--- src/rtl/pipe_pkg.sv ---
// Shared types and default widths for the pipeline skid register.
package pipe_pkg;

  localparam int DATA_W_DEFAULT = 32;
  localparam int CTRL_W_DEFAULT = 16;
  localparam int CNT_W_DEFAULT  = 16;

  // EMPTY: nothing held; FULL: main holds an entry; SKID: main and skid both hold one.
  typedef enum logic [1:0] {
    EMPTY = 2'd0,
    FULL  = 2'd1,
    SKID  = 2'd2
  } pipe_state_t;

  // The block can take a new entry unless both storage registers are occupied.
  function automatic logic state_accepts(input pipe_state_t s);
    return (s != SKID);
  endfunction

endpackage

--- src/rtl/sat_counter.sv ---
// Saturating up-counter with synchronous clear; clear beats increment.
module sat_counter #(
  parameter int WIDTH = 16
) (
  input  logic             CLK,
  input  logic             RST_N,
  input  logic             inc,
  input  logic             clr,
  output logic [WIDTH-1:0] count
);

  logic [WIDTH-1:0] count_reg;
  logic [WIDTH-1:0] count_next;

  // Next count: clear first, otherwise step up unless already at all-ones.
  always_comb begin
    count_next = count_reg;
    if (clr) begin
      count_next = '0;
    end else if (inc && (count_reg != {WIDTH{1'b1}})) begin
      count_next = count_reg + 1'b1;
    end
  end

  // Counter register with asynchronous reset.
  always_ff @(posedge CLK or negedge RST_N) begin
    if (!RST_N) begin
      count_reg <= '0;
    end else begin
      count_reg <= count_next;
    end
  end

  assign count = count_reg;

endmodule

--- src/rtl/pipe_skid_reg.sv ---
// Two-entry pipeline register (main + skid) with registered IN_READY,
// flush, zero-gated control output and a back-pressure cycle counter.
module pipe_skid_reg #(
  parameter int DATA_W = pipe_pkg::DATA_W_DEFAULT,
  parameter int CTRL_W = pipe_pkg::CTRL_W_DEFAULT,
  parameter int CNT_W  = pipe_pkg::CNT_W_DEFAULT
) (
  input  logic              CLK,
  input  logic              RST_N,
  input  logic              FLUSH,
  input  logic              IN_VALID,
  output logic              IN_READY,
  input  logic [DATA_W-1:0] IN_DATA,
  input  logic [CTRL_W-1:0] IN_CTRL,
  output logic              OUT_VALID,
  input  logic              OUT_READY,
  output logic [DATA_W-1:0] OUT_DATA,
  output logic [CTRL_W-1:0] OUT_CTRL,
  input  logic              CNT_CLR,
  output logic [CNT_W-1:0]  STALL_CNT
);

  import pipe_pkg::*;

  pipe_state_t       state_reg, state_next;
  logic [DATA_W-1:0] main_data_reg, main_data_next;
  logic [CTRL_W-1:0] main_ctrl_reg, main_ctrl_next;
  logic [DATA_W-1:0] skid_data_reg, skid_data_next;
  logic [CTRL_W-1:0] skid_ctrl_reg, skid_ctrl_next;
  logic              in_ready_reg;

  logic out_valid;
  logic in_xfer;
  logic out_xfer;
  logic stall;

  assign out_valid = (state_reg != EMPTY);
  assign in_xfer   = IN_VALID && in_ready_reg;
  assign out_xfer  = out_valid && OUT_READY;
  assign stall     = out_valid && !OUT_READY;

  // Next-state and storage-load decisions; FLUSH overrides everything and
  // discards any entry offered in the same cycle.
  always_comb begin
    state_next     = state_reg;
    main_data_next = main_data_reg;
    main_ctrl_next = main_ctrl_reg;
    skid_data_next = skid_data_reg;
    skid_ctrl_next = skid_ctrl_reg;

    case (state_reg)
      EMPTY: begin
        if (in_xfer) begin
          state_next     = FULL;
          main_data_next = IN_DATA;
          main_ctrl_next = IN_CTRL;
        end
      end
      FULL: begin
        if (in_xfer && out_xfer) begin
          main_data_next = IN_DATA;
          main_ctrl_next = IN_CTRL;
        end else if (in_xfer) begin
          state_next     = SKID;
          skid_data_next = IN_DATA;
          skid_ctrl_next = IN_CTRL;
        end else if (out_xfer) begin
          state_next = EMPTY;
        end
      end
      SKID: begin
        if (out_xfer) begin
          state_next     = FULL;
          main_data_next = skid_data_reg;
          main_ctrl_next = skid_ctrl_reg;
        end
      end
      default: begin
        state_next = EMPTY;
      end
    endcase

    if (FLUSH) begin
      state_next     = EMPTY;
      main_data_next = main_data_reg;
      main_ctrl_next = main_ctrl_reg;
      skid_data_next = skid_data_reg;
      skid_ctrl_next = skid_ctrl_reg;
    end
  end

  // State, storage and the registered ready flag (derived from next state so
  // OUT_READY never reaches IN_READY combinationally).
  always_ff @(posedge CLK or negedge RST_N) begin
    if (!RST_N) begin
      state_reg     <= EMPTY;
      main_data_reg <= '0;
      main_ctrl_reg <= '0;
      skid_data_reg <= '0;
      skid_ctrl_reg <= '0;
      in_ready_reg  <= 1'b1;
    end else begin
      state_reg     <= state_next;
      main_data_reg <= main_data_next;
      main_ctrl_reg <= main_ctrl_next;
      skid_data_reg <= skid_data_next;
      skid_ctrl_reg <= skid_ctrl_next;
      in_ready_reg  <= state_accepts(state_next);
    end
  end

  assign IN_READY  = in_ready_reg;
  assign OUT_VALID = out_valid;
  assign OUT_DATA  = main_data_reg;
  assign OUT_CTRL  = out_valid ? main_ctrl_reg : '0;

  sat_counter #(
    .WIDTH(CNT_W)
  ) u_stall_cnt (
    .CLK   (CLK),
    .RST_N (RST_N),
    .inc   (stall),
    .clr   (CNT_CLR),
    .count (STALL_CNT)
  );

endmodule

--- config.mk ---
export PLATFORM = sky130hd
export DESIGN_NAME = pipe_skid_reg
export DESIGN_NICKNAME = d
export VERILOG_FILES = /design/src/rtl/pipe_pkg.sv /design/src/rtl/sat_counter.sv /design/src/rtl/pipe_skid_reg.sv
export SDC_FILE = /design/constraint.sdc
export NUM_CORES = 1
export LEC_CHECK = 0
export CORE_UTILIZATION = 55
export DETAILED_ROUTE_END_ITERATION = 16
export MAX_ROUTING_LAYER = met4
export PLACE_DENSITY = 0.95
export SYNTH_ARGS = -nofsm -noshare
export SYNTH_HDL_FRONTEND = slang
export SYNTH_SLANG_ARGS = --single-unit
export TNS_END_PERCENT = 30
--- constraint.sdc ---
create_clock -name CLK -period 2.5 [get_ports CLK]
set_input_delay 0.5 -clock CLK [delete_from_list [all_inputs] [get_ports CLK]]
set_output_delay 0.5 -clock CLK [all_outputs]
set_load 0.1 [all_outputs]
==> flow_metrics.tcl, run 1 <==
set metrics [dict create \
    final_util_pct 79.20 \
    drc 0 \
    grt_pass1_vias 4126 \
    slew_headroom_pct 54.74 \
    firstDrtPassIters 4 \
    dp_cells 627 \
    layout_min_cycle_time_ns 2.354 \
    finalNonFillerCells 658 \
    ant_nets 0 \
    synth_nets 446 \
    final_cell_area_um2 7422 \
    peakVddDrop_v 0.0007600 \
    critPathCaptureType "output port" \
    final-max-slew-violation-count 0 \
    core_area_um2 9371 \
    worst-path-max-fanout 17 \
    setup_ws_ns 0.1463 \
    dieArea_um2 10240 \
    cts_tree "yes" \
    slowest_stage "dfrtp_1" \
    max_stage_delay_ns 0.52 \
    yosys_warnings 0 \
    timing.final.crit_share_pct 94.15 \
    hold_class "flip-flop to flip-flop" \
    finalSetupViolations 0 \
    filler_cell_count 564 \
    area_growth_pct 37.22 \
    path_clk_slew_ns 0.05 \
    via_count 3715 \
    post-place-ws_ns 0.1263 \
    cts.repair.resized 0 \
    start_util_pct 57.72 \
    die_y_um 101.2 \
    cts.path.max_buffers 2 \
    postCtsSetupBuffers 0 \
    wl_per_cell_um 19.48 \
    synth_cell_type_count 46 \
    synthTopCellsByArea "dfrtp_1, mux2_2, mux2_1" \
    critical_path_class "flip-flop to output port" \
    clock_latency_ns 0.50 \
    place_congestion 0.8818 \
    ys_seq_area_share_pct 53.23 \
    cp_cell_sequence "nor2_1 -> buf_4 -> nor2b_1 -> buf_12" \
    core.rowCount 35 \
    layout-drive-gt1-share_pct 42.16 \
    clock.fmax_mhz 424.9 \
    worst_pin_slew_ns 0.6768 \
    grt_setup_unrepaired "no" \
    finalClockSkew_ns 0.009662 \
    root_buffer "clkbuf_8" \
    antenna_cells 0 \
    io_pins 120 \
    overflow 0 \
    antenna_found_initial 0 \
    postPlaceCellArea_um2 6766 \
    maxCapViolCount 0 \
    grtUsageTotal_pct 28.29 \
    synth-main-ff-cell "dfrtp_1" \
    synth_largest_area_cell "dfrtp_1" \
    synth-seq-cells 115 \
    finalHoldViolCount 0 \
    cts_hold_buf 1 \
    chipWidth_um 101.2 \
    powerDensity_nw_per_um2 989.5 \
    critPathLaunchType "flip-flop" \
    syn_area_per_cell_um2 13.83 \
    netlist_instances 391 \
    dp_hpwl_um 8040 \
    critPathArrivalTime_ns 1.85 \
    power_mw 7.344 \
    cellLeakagePower_nw 3.242 \
    cts_buffers 17 \
    grt_max_degree 65 \
    cp.required_ns 2.00 \
    yosysTopAreaCellShare_pct 52.74 \
    finalNetCount 573 \
    outcome "complete, no violations" \
    grt_pass1_wl_um 20910 \
    totalWireLength_um 12820 \
    dr.first_iter.drc_count 115 \
    crit_buf_inv 2 \
    crit_family "flip-flops" \
    cts.htree.levels 4 \
    via_per_inst 5.646 \
    syn-cell-area_um2 5409 \
    clock-sinks 115 \
    port_buffers 119 \
    synth_edf_count 0 \
    async_flop_share_pct 100.0 \
]
## stage by stage
| step | setup TNS (ns) | hold slack (ns) |
|---|---|---|
| after detailed placement | 0 | 0.4721 |
| after CTS | 0 | 0.4821 |
| after global routing | 0 | 0.5041 |
| final | 0 | 0.4889 |
| after floorplan | -1.662 | 0.2044 |
| after global placement | 0 | 0.4649 |
## layout by cell type, fill, tap and decap left out, types with 6 or more instances in the layout
master	Yosys	final
dfrtp_1	114	114
mux2_2	104	104
buf_4	5	55
clkdlybuf4s50_1	0	52
mux2_1	41	41
buf_12	0	20
nor2b_1	17	17
clkbuf_16	0	16
a21oi_1	12	12
nand3_1	7	7
nor2_1	6	6
## synthesized netlist by cell type, drive strengths merged, types with 2 or more instances
library cell and count:
a21oi 12, a31oi 3, and3 3, and3b 2, and4 2, buf 15
clkbuf 5, dfrtp 114, inv 4, mux2 145, mux2i 2, nand2 4
nand2b 2, nand3 7, nand4 6, nor2 6, nor2b 18, nor3 5
nor4 2, o21ai 5, o21bai 3, o31ai 4, or3 6, or4 4
## where the power goes
part	total, mW	internal (mW)	switching, mW
Combinational	2.20	0.715	1.48
Clock	2.62	1.81	0.811
Sequential	2.52	2.28	0.242
Total	7.34	4.81	2.54
## layout make-up
class / count / area [um^2] / share of cell area, %
Clock buffer: 21 / 469.2 / 6.322
Clock inverter: 9 / 176.4 / 2.377
Inverter: 4 / 15.01 / 0.2023
Multi-Input combinational cell: 252 / 2377 / 32.03
Sequential cell: 115 / 2879 / 38.79
Tap cell: 129 / 161.4 / 2.175
Timing Repair Buffer: 128 / 1344 / 18.11
## per-layer routing
metal / wire (um) / global-route usage, % / vias to the layer above
met5: 0 / - / -
met4: 262 / 12.04 / 0
met3: 447 / 5.383 / 20
met2: 7139 / 49.03 / 115
met1: 4967 / 32.10 / 1905
li1: - / - / 1675
## kinds of logic (layout without fill, tap and decap cells)
family / after synthesis / in the layout / share of synthesized area [%]
multiplexers: 147 / 147 / 30.56
flip-flops: 115 / 115 / 53.23
AND/OR/NAND/NOR: 72 / 72 / 9.160
AO/OA/AOI/OAI: 32 / 32 / 3.863
buffers and inverters: 24 / 162 / 2.961
adder cells (fa/ha/maj): 1 / 1 / 0.2313
## final timing paths
path,from,endpoint,slack (ns),cells after the start
max,state_reg[1]$_DFF_PN0_,OUT_CTRL[14],0.15,4
min,skid_data_reg[22]$_DFFE_PN0P_,skid_data_reg[22]$_DFFE_PN0P_,0.49,1
max reg2reg,state_reg[1]$_DFF_PN0_,OUT_DATA[27]$_DFFE_PN0P_,0.49,4
min reg2reg,skid_data_reg[22]$_DFFE_PN0P_,skid_data_reg[22]$_DFFE_PN0P_,0.49,1
max in group asynchronous,RST_N,skid_data_reg[7]$_DFFE_PN0P_,1.31,3
min in group asynchronous,RST_N,OUT_DATA[4]$_DFFE_PN0P_,0.50,2
No activity file was read; power rests on OpenSTA's default activity.
==> run 2, diff against run 1 <==
Settings changed: CTS_CLUSTER_DIAMETER set to 200.
==> results of run 2 <==
Final layout, timing and power as in run 1 (identical DEF).
